<file path="src/rtl/ila_trigger_seq.sv">
// Multi-stage trigger sequencer feeding one bit of the ILA trigger vector.
// Walks an ordered list of masked match conditions, then fires after an optional delay.
module ila_trigger_seq #(
  parameter int TRIGGER_W = 4,
  parameter int STAGES    = 4,
  parameter int CNT_W     = 16,
  parameter int DELAY_W   = 16
) (
  input  logic                          clk_i,
  input  logic                          arst_n_i,
  input  logic                          cke_i,
  input  logic [TRIGGER_W-1:0]          trig_i,
  input  logic                          arm_i,
  input  logic                          disarm_i,
  input  logic [$clog2(STAGES+1)-1:0]   n_stages_i,
  input  logic [STAGES*TRIGGER_W-1:0]   stage_mask_i,
  input  logic [STAGES*TRIGGER_W-1:0]   stage_value_i,
  input  logic [STAGES*CNT_W-1:0]       stage_count_i,
  input  logic [DELAY_W-1:0]            delay_i,
  output logic                          trigger_o,
  output logic                          fire_o,
  output logic [1:0]                    state_o,
  output logic [$clog2(STAGES)-1:0]     stage_o,
  output logic [CNT_W-1:0]              match_cnt_o
);

  localparam int NS_W = $clog2(STAGES + 1);
  localparam int ST_W = $clog2(STAGES);

  typedef enum logic [1:0] {
    IDLE  = 2'd0,
    SEQ   = 2'd1,
    DELAY = 2'd2,
    FIRED = 2'd3
  } state_t;

  state_t                      state;
  logic [ST_W-1:0]             stage;
  logic [CNT_W-1:0]            match_cnt;
  logic [DELAY_W-1:0]          delay_cnt;
  logic                        fire_q;

  logic [NS_W-1:0]             sh_n;
  logic [STAGES*TRIGGER_W-1:0] sh_mask;
  logic [STAGES*TRIGGER_W-1:0] sh_value;
  logic [STAGES*CNT_W-1:0]     sh_count;
  logic [DELAY_W-1:0]          sh_delay;

  logic [TRIGGER_W-1:0]        cur_mask;
  logic [TRIGGER_W-1:0]        cur_value;
  logic [CNT_W-1:0]            cur_count;
  logic [CNT_W-1:0]            cur_need;
  logic                        match;
  logic                        stage_done;
  logic                        last_stage;
  logic [NS_W-1:0]             n_clamped;

  always_comb begin
    cur_mask   = sh_mask[int'(stage)*TRIGGER_W +: TRIGGER_W];
    cur_value  = sh_value[int'(stage)*TRIGGER_W +: TRIGGER_W];
    cur_count  = sh_count[int'(stage)*CNT_W +: CNT_W];
    // A required count of zero is read as one so a stage can never be skipped.
    cur_need   = (cur_count == '0) ? CNT_W'(1) : cur_count;
    match      = ((trig_i ^ cur_value) & cur_mask) == '0;
    stage_done = match && (({1'b0, match_cnt} + (CNT_W+1)'(1)) >= {1'b0, cur_need});
    last_stage = (int'(stage) + 1) >= int'(sh_n);
    n_clamped  = (int'(n_stages_i) > STAGES) ? NS_W'(STAGES) : n_stages_i;
  end

  // NOTE: every register here, including the shadow config, is a plain flop
  // with async reset so status reads are defined from power-up; there is no
  // RAM-style storage that would need to stay unreset.
  always_ff @(posedge clk_i or negedge arst_n_i) begin
    if (!arst_n_i) begin
      state       <= IDLE;
      stage       <= '0;
      match_cnt   <= '0;
      delay_cnt   <= '0;
      fire_q      <= 1'b0;
      sh_n        <= '0;
      sh_mask     <= '0;
      sh_value    <= '0;
      sh_count    <= '0;
      sh_delay    <= '0;
      trigger_o   <= 1'b0;
      fire_o      <= 1'b0;
      state_o     <= 2'd0;
      stage_o     <= '0;
      match_cnt_o <= '0;
    end else if (cke_i) begin
      // NOTE: non-blocking assignments throughout, so the status copies below
      // see the state as it was before this edge, not the value being written.
      trigger_o   <= (state == FIRED);
      fire_o      <= fire_q;
      state_o     <= state;
      stage_o     <= stage;
      match_cnt_o <= (state == SEQ) ? match_cnt : '0;
      fire_q      <= 1'b0;

      if (disarm_i) begin
        state     <= IDLE;
        stage     <= '0;
        match_cnt <= '0;
        delay_cnt <= '0;
      end else if (arm_i) begin
        sh_n      <= n_clamped;
        sh_mask   <= stage_mask_i;
        sh_value  <= stage_value_i;
        sh_count  <= stage_count_i;
        sh_delay  <= delay_i;
        stage     <= '0;
        match_cnt <= '0;
        delay_cnt <= delay_i;
        if (n_clamped != '0) begin
          state <= SEQ;
        end else if (delay_i == '0) begin
          state  <= FIRED;
          fire_q <= 1'b1;
        end else begin
          state <= DELAY;
        end
      end else begin
        unique case (state)
          SEQ: begin
            if (stage_done) begin
              match_cnt <= '0;
              if (!last_stage) begin
                stage <= stage + 1'b1;
              end else if (sh_delay == '0) begin
                state  <= FIRED;
                fire_q <= 1'b1;
              end else begin
                state     <= DELAY;
                delay_cnt <= sh_delay;
              end
            end else if (match && (match_cnt != '1)) begin
              match_cnt <= match_cnt + 1'b1;
            end
          end
          DELAY: begin
            if (delay_cnt <= DELAY_W'(1)) begin
              state  <= FIRED;
              fire_q <= 1'b1;
            end else begin
              delay_cnt <= delay_cnt - 1'b1;
            end
          end
          default: ;
        endcase
      end
    end
  end

endmodule

</file>
<file path="config.mk">
export PLATFORM = sky130hd
export DESIGN_NAME = ila_trigger_seq
export DESIGN_NICKNAME = d
export VERILOG_FILES = /design/src/rtl/ila_trigger_seq.sv
export SDC_FILE = /design/constraint.sdc
export NUM_CORES = 1
export LEC_CHECK = 0
export ABC_AREA = 1
export CORE_MARGIN = 5
export CORE_UTILIZATION = 39
export DETAILED_ROUTE_END_ITERATION = 7
export GPL_TIMING_DRIVEN = 0
export PLACE_DENSITY = 0.73
export SLEW_MARGIN = 20
export SYNTH_ARGS = -nofsm -noshare
export SYNTH_HDL_FRONTEND = slang
export SYNTH_SLANG_ARGS = --single-unit
</file>
<file path="constraint.sdc">
create_clock -name clk_i -period 8.7 [get_ports clk_i]
set_clock_uncertainty 0.15 [all_clocks]
set_input_delay 0.87 -clock clk_i [delete_from_list [all_inputs] [get_ports clk_i]]
set_output_delay 0.87 -clock clk_i [all_outputs]
set_load 0.1 [all_outputs]
</file>
== After elaboration in Yosys (flattened, before gate mapping) ==
Cells that the tools add are included.

* Input port bits: 124
* Register bits after elaboration: 174
* Word-level logic and storage cells: 94

* Mux-type cells: 38
* $add $sub $neg: 5
* Equality and inequality tests: 10
* $lt $le $gt $ge: 4
* Bitwise gates (word level): 3
* Reduce and logical (&&, ||, !) cells: 16
* Shifts and indexed selects: 3

{| class="wikitable"
|+ Operators with widths
! operator !! number
|-
| two-way mux 16 bit || 13
|-
| indexed part select 64 x 7 -> 16 bit || 1
|-
| logical NOT 16 bit || 3
|-
| case mux 16 bit (2 select lines) || 1
|-
| indexed part select 16 x 5 -> 4 bit || 2
|-
| two-way mux 2 bit || 11
|-
| != test 4 bit, second input constant || 5
|-
| adder 16 x 1 -> 17 bit, second input constant || 1
|-
| greater-or-equal comparator 17 x 16 -> 1 bit || 1
|-
| adder 16 x 1 -> 16 bit, second input constant || 1
|-
| <= comparator 16 x 1 -> 1 bit, second input constant || 1
|-
| != test 16 bit, second input constant || 1
|-
| subtractor 16 x 1 -> 16 bit, second input constant || 1
|-
| two-way mux 1 bit || 10
|-
| nonzero test 3 bit || 3
|-
| nonzero test 4 bit || 2
|-
| AND reduction 3 bit || 2
|-
| AND reduction 6 bit || 1
|-
| AND reduction 5 bit || 1
|-
| AND 4 bit || 1
|-
| equality test 2 bit, second input constant || 2
|-
| logical NOT 4 bit || 1
|-
| case mux 2 bit (2 select lines) || 1
|-
| AND reduction 4 bit || 1
|-
| 11 further kinds || 12
|}

== Depth between registers and ports, before layout ==
* Depth in word-level cells: 10
* Gate-level depth with buffers: 22
* Gate-level depth less buffers: 21

== Worst setup path after synthesis ==
No wires, ideal clock.

* Path kind: register to register
* From: register stage[0]
* To: register delay_cnt[11]
* Path slack: 5.660 ns
* Arrival: 2.772 ns
* Cell stages (with the launch flop): 23
* Setup time: 0.118 ns
* Cells stage by stage: dfrtp_1 inv_2 buf_2 buf_1 nand2_1 a32o_1 nand4_1 nor2_1 nand2_1 nand2_1 ha_1 inv_1 nor2_1 nand2_1 o21ai_0 nand2_1 nand3_2 nand2_4 nand3_2 nand3_2 buf_4 nand2_1 nand2_1

* Word-level cells in the longest chain between the ends: 7
* Elaborated cells between the ends (all ways): 15
* Those cells by class: add/sub: 1; order compare: 2; eq/ne: 2; shift: 3; mux: 1; bitwise: 2; reduce/logical: 4

{| class="wikitable"
|+ Ends and longest elaborated chain
! element !! RTL line !! RTL
|-
| start: declaration || 38 || <nowiki>logic [ST_W-1:0] stage;</nowiki>
|-
| start signal: assignment || 128 || <nowiki>stage <= stage + 1'b1;</nowiki>
|-
| indexed part select 64 x 7 -> 16 bit / indexed part select 16 x 5 -> 4 bit (equally long branches) || 61, 60 ||
|-
| logical NOT 16 bit / XOR 4 bit (equally long branches) || 63, 64 ||
|-
| two-way mux 16 bit / AND 4 bit (equally long branches) || 63, 64 ||
|-
| greater-or-equal comparator 17 x 16 -> 1 bit / logical NOT 4 bit (equally long branches) || 65, 64 ||
|-
| logical AND 1 bit || 65 || <nowiki>stage_done = match && (({1'b0, match_cnt} + (CNT_W+1)'(1)) >= {1'b0, cur_need});</nowiki>
|-
| != test 4 bit (no line) || -- ||
|-
| AND reduction 6 bit (no line) (*) || -- ||
|-
| end signal: assignment || 113 || <nowiki>delay_cnt <= delay_i;</nowiki>
|-
| end signal: assignment || 134 || <nowiki>delay_cnt <= sh_delay;</nowiki>
|-
| end signal: assignment || 145 || <nowiki>delay_cnt <= delay_cnt - 1'b1;</nowiki>
|-
| end: declaration || 40 || <nowiki>logic [DELAY_W-1:0] delay_cnt;</nowiki>
|}

Mark *: on every way between the ends. The rest lies on a longest branch, timed or not.
A chain may end at the register's enable or synchronous reset.

== Worst setup path in the final report ==
* From: register stage[0]
* To: register delay_cnt[8]

The elaborated chain is that of the path after synthesis.

==> reports/metrics.cfg <==
[timing]
period_needed_ns=3.90
setup_viol=0
hold_ws_ns=0.248
fmax_mhz=256
drv_slew=0
maxSlewHeadroom_pct=33.9
setup_ws_ns=4.80
post-route-period-util_pct=44.8
rsz0062_at_grt=no
tightest_slew_ns=0.989
report.final.hold_viol_count=0
tns_ns=0

[layout]
antennaDiodeCount=0
nNetsFinal=1556
seq_area_um2=4350
area_delta_synth_final_pct=26.7
drive_above_1_share_pct=4.02
multi_input_area_um2=4320
num-fill-cells=2284

[clock_tree]
postCtsHoldBufs=0
insertion_delay_ns=0.44
cts_root_buf=clkbuf_16
post_cts_resized=0
htreeDepth=4
numCtsBuffers=17
clock-sinks=174
cts_buffer_depth=2
cts_setup_buffers=0
path_clk_slew_ns=0.07
cts_tree=yes

[global_route]
grt_max_degree=94
grt_pass1_wl_um=42300
first_global_vias=8406
antenna_found_initial=0
grt_usage_pct=19.7
gr-total-overflow=0

[synthesis]
synth_top_area_share_pct=47.2
netlist_instances=1243
synth.ff_latch_count=174
ys_top_cells_by_count=nand2_1, dfrtp_1, inv_1, nor2_1, o21ai_0
async_reset_ff_share_pct=100
ys_top_cells_by_area=dfrtp_1, nand2_1, o21ai_0
post-synth-top-area-cell=dfrtp_1
yosys_warnings=0
synth_top_family_by_area=simple AND/OR/NAND/NOR gates
synth_mux_area_share_pct=0
synth_edf_count=0
synth.most_common_cell=nand2_1
yosysUniqueCellTypes=37
synth_fp_nets=1393
synth_fa_ha_area_share_pct=3.52
synth_compound_area_share_pct=9.56
synth-simple-area-share_pct=32.1
syn_area_per_cell_um2=7.43
yosysSeqAreaShare_pct=47.2
synthFlopType=dfrtp_1
synth_xor_area_share_pct=1.61
synth.cell_area_um2=9230

[routing]
firstDrtPassIters=5
num_vias=8740
wire_per_inst_um=15.2
via_per_inst=5.03
ant_nets=0
drc_errors=0
finalWirelength_um=26400
dr.first_iter.drc_count=906

[worst_setup_path]
crit_required_ns=8.87
cp-end-kind=flip-flop
crit_type=flip-flop to flip-flop
start_kind=flip-flop
arrival_ns=4.07
cp_max_fo=10

[placement]
portBuffers=143
place_congestion=0.904
post-dp-hpwl_um=19900
dp_slack_ns=4.85

[floorplan]
dieArea_um2=26800
coreArea_um2=23400
rows=56
die_y_um=164
die_w_um=164
start_util_pct=39.4
ioPinCount=146

[hold_path]
hold_class=input port to async pin

[power_and_ir_drop]
p_leak_nw=5.75
total_power_w=0.00234
peakVddDrop_v=0.000101
pwr_density_cell_nw_per_um2=200

[job]
max_cap_viol_count=0

[outcome]
status=finished clean

## power breakdown
group | internal [W] | switching, W
Sequential | 0.000916 | 0.0000803
Clock | 0.000425 | 0.000356
Combinational | 0.000215 | 0.000344
## sequential cells by signal (all words and copies together) (netlist names)
name / count
trigger_o: 1
fire_q: 1
sh_n: 3
sh_value: 16
delay_cnt: 16
sh_count: 64
stage: 2
match_cnt: 16
match_cnt_o: 16
state_o: 2
fire_o: 1
state: 2
stage_o: 2
sh_mask: 16
sh_delay: 16
## per-stage QoR
step / instance area (um2) / instances / utilization, %
after global routing: 11700 / 1738 / 50.0
final: 11700 / 1738 / 50.0
after detailed placement: 11100 / 1706 / 47.4
after CTS: 11700 / 1738 / 50.0
after floorplan: 9230 / 1243 / -
after global placement: 11100 / 1705 / 47.3
## kinds of logic after synthesis
family          count (synthesis)
simple gates                  740
flops                         174
compound gates                147
buf+inv                       139
fa+ha+maj                      26
xor+xnor                       17
## layout by cell type (no fill, tap or decap), types with 2 or more instances in the layout
master | synthesis | final
a21oi_1 | 37 | 37
a221oi_1 | 2 | 2
a31oi_1 | 2 | 2
a32o_1 | 16 | 16
buf_1 | 6 | 6
buf_2 | 8 | 8
buf_4 | 3 | 3
buf_6 | 2 | 2
clkbuf_1 | 38 | 39
clkbuf_16 | 0 | 17
clkbuf_8 | 0 | 2
clkdlybuf4s50_1 | 0 | 142
clkinv_1 | 2 | 2
dfrtp_1 | 174 | 174
ha_1 | 26 | 26
inv_1 | 75 | 75
inv_2 | 4 | 4
inv_6 | 0 | 4
inv_8 | 0 | 4
nand2_1 | 581 | 581
nand3_1 | 43 | 43
nand3_2 | 3 | 3
nand3b_1 | 3 | 3
nand4_1 | 30 | 30
nor2_1 | 68 | 68
nor3_1 | 9 | 9
o211ai_1 | 2 | 2
o21ai_0 | 67 | 67
o21ai_1 | 5 | 5
o21bai_1 | 3 | 3
o221ai_1 | 8 | 8
xnor2_1 | 3 | 3
xor2_1 | 14 | 14
## layout make-up
type / count / area share [%]
Buffer: 58 / 2.18
Clock buffer: 20 / 3.91
Clock inverter: 12 / 1.22
Inverter: 81 / 2.60
Multi-Input combinational cell: 930 / 36.9
Sequential cell: 174 / 37.2
Tap cell: 319 / 3.41
Timing Repair Buffer: 144 / 12.5
## metal layers
| metal | track usage (%) | up-vias | wire, um |
|---|---|---|---|
| met2 | 31.3 | 342 | 12100 |
| met4 | 6.90 | 0 | 563 |
| met3 | 3.01 | 41 | 1740 |
| met1 | 27.6 | 4036 | 12000 |
| met5 | 0 | - | 0 |
| li1 | - | 4321 | - |
## critical path, cell delays in order, from the launching register on
cell	delay, ns
dfrtp_1	0.49
inv_2	0.15
buf_2	0.26
clkbuf_1	0.52
nand2_1	0.12
a32o_1	0.30
nand4_1	0.11
nor2_1	0.06
nand2_1	0.06
nand2_1	0.05
ha_1	0.27
inv_1	0.03
nor2_1	0.09
nand2_1	0.05
o21ai_0	0.15
nand2_1	0.08
nand3_2	0.11
nand2_4	0.10
nand3_2	0.09
nand3_2	0.17
buf_4	0.26
nand2_1	0.06
nand2_1	0.05
## worst paths after layout
| check | from | endpoint | slack, ns | cells after the start |
|---|---|---|---|---|
| max in group asynchronous | arst_n_i | match_cnt_o[15] | 7.28 | 2 |
| min reg2reg | sh_mask[1] | sh_mask[1] | 0.32 | 2 |
| max reg2reg | stage[0] | delay_cnt[8] | 4.80 | 22 |
| min | arst_n_i | sh_mask[1] | 0.25 | 1 |
| min in group clk_i | sh_mask[1] | sh_mask[1] | 0.32 | 2 |
| max | stage[0] | delay_cnt[8] | 4.80 | 22 |
No activity file was read; power rests on OpenSTA's default activity.
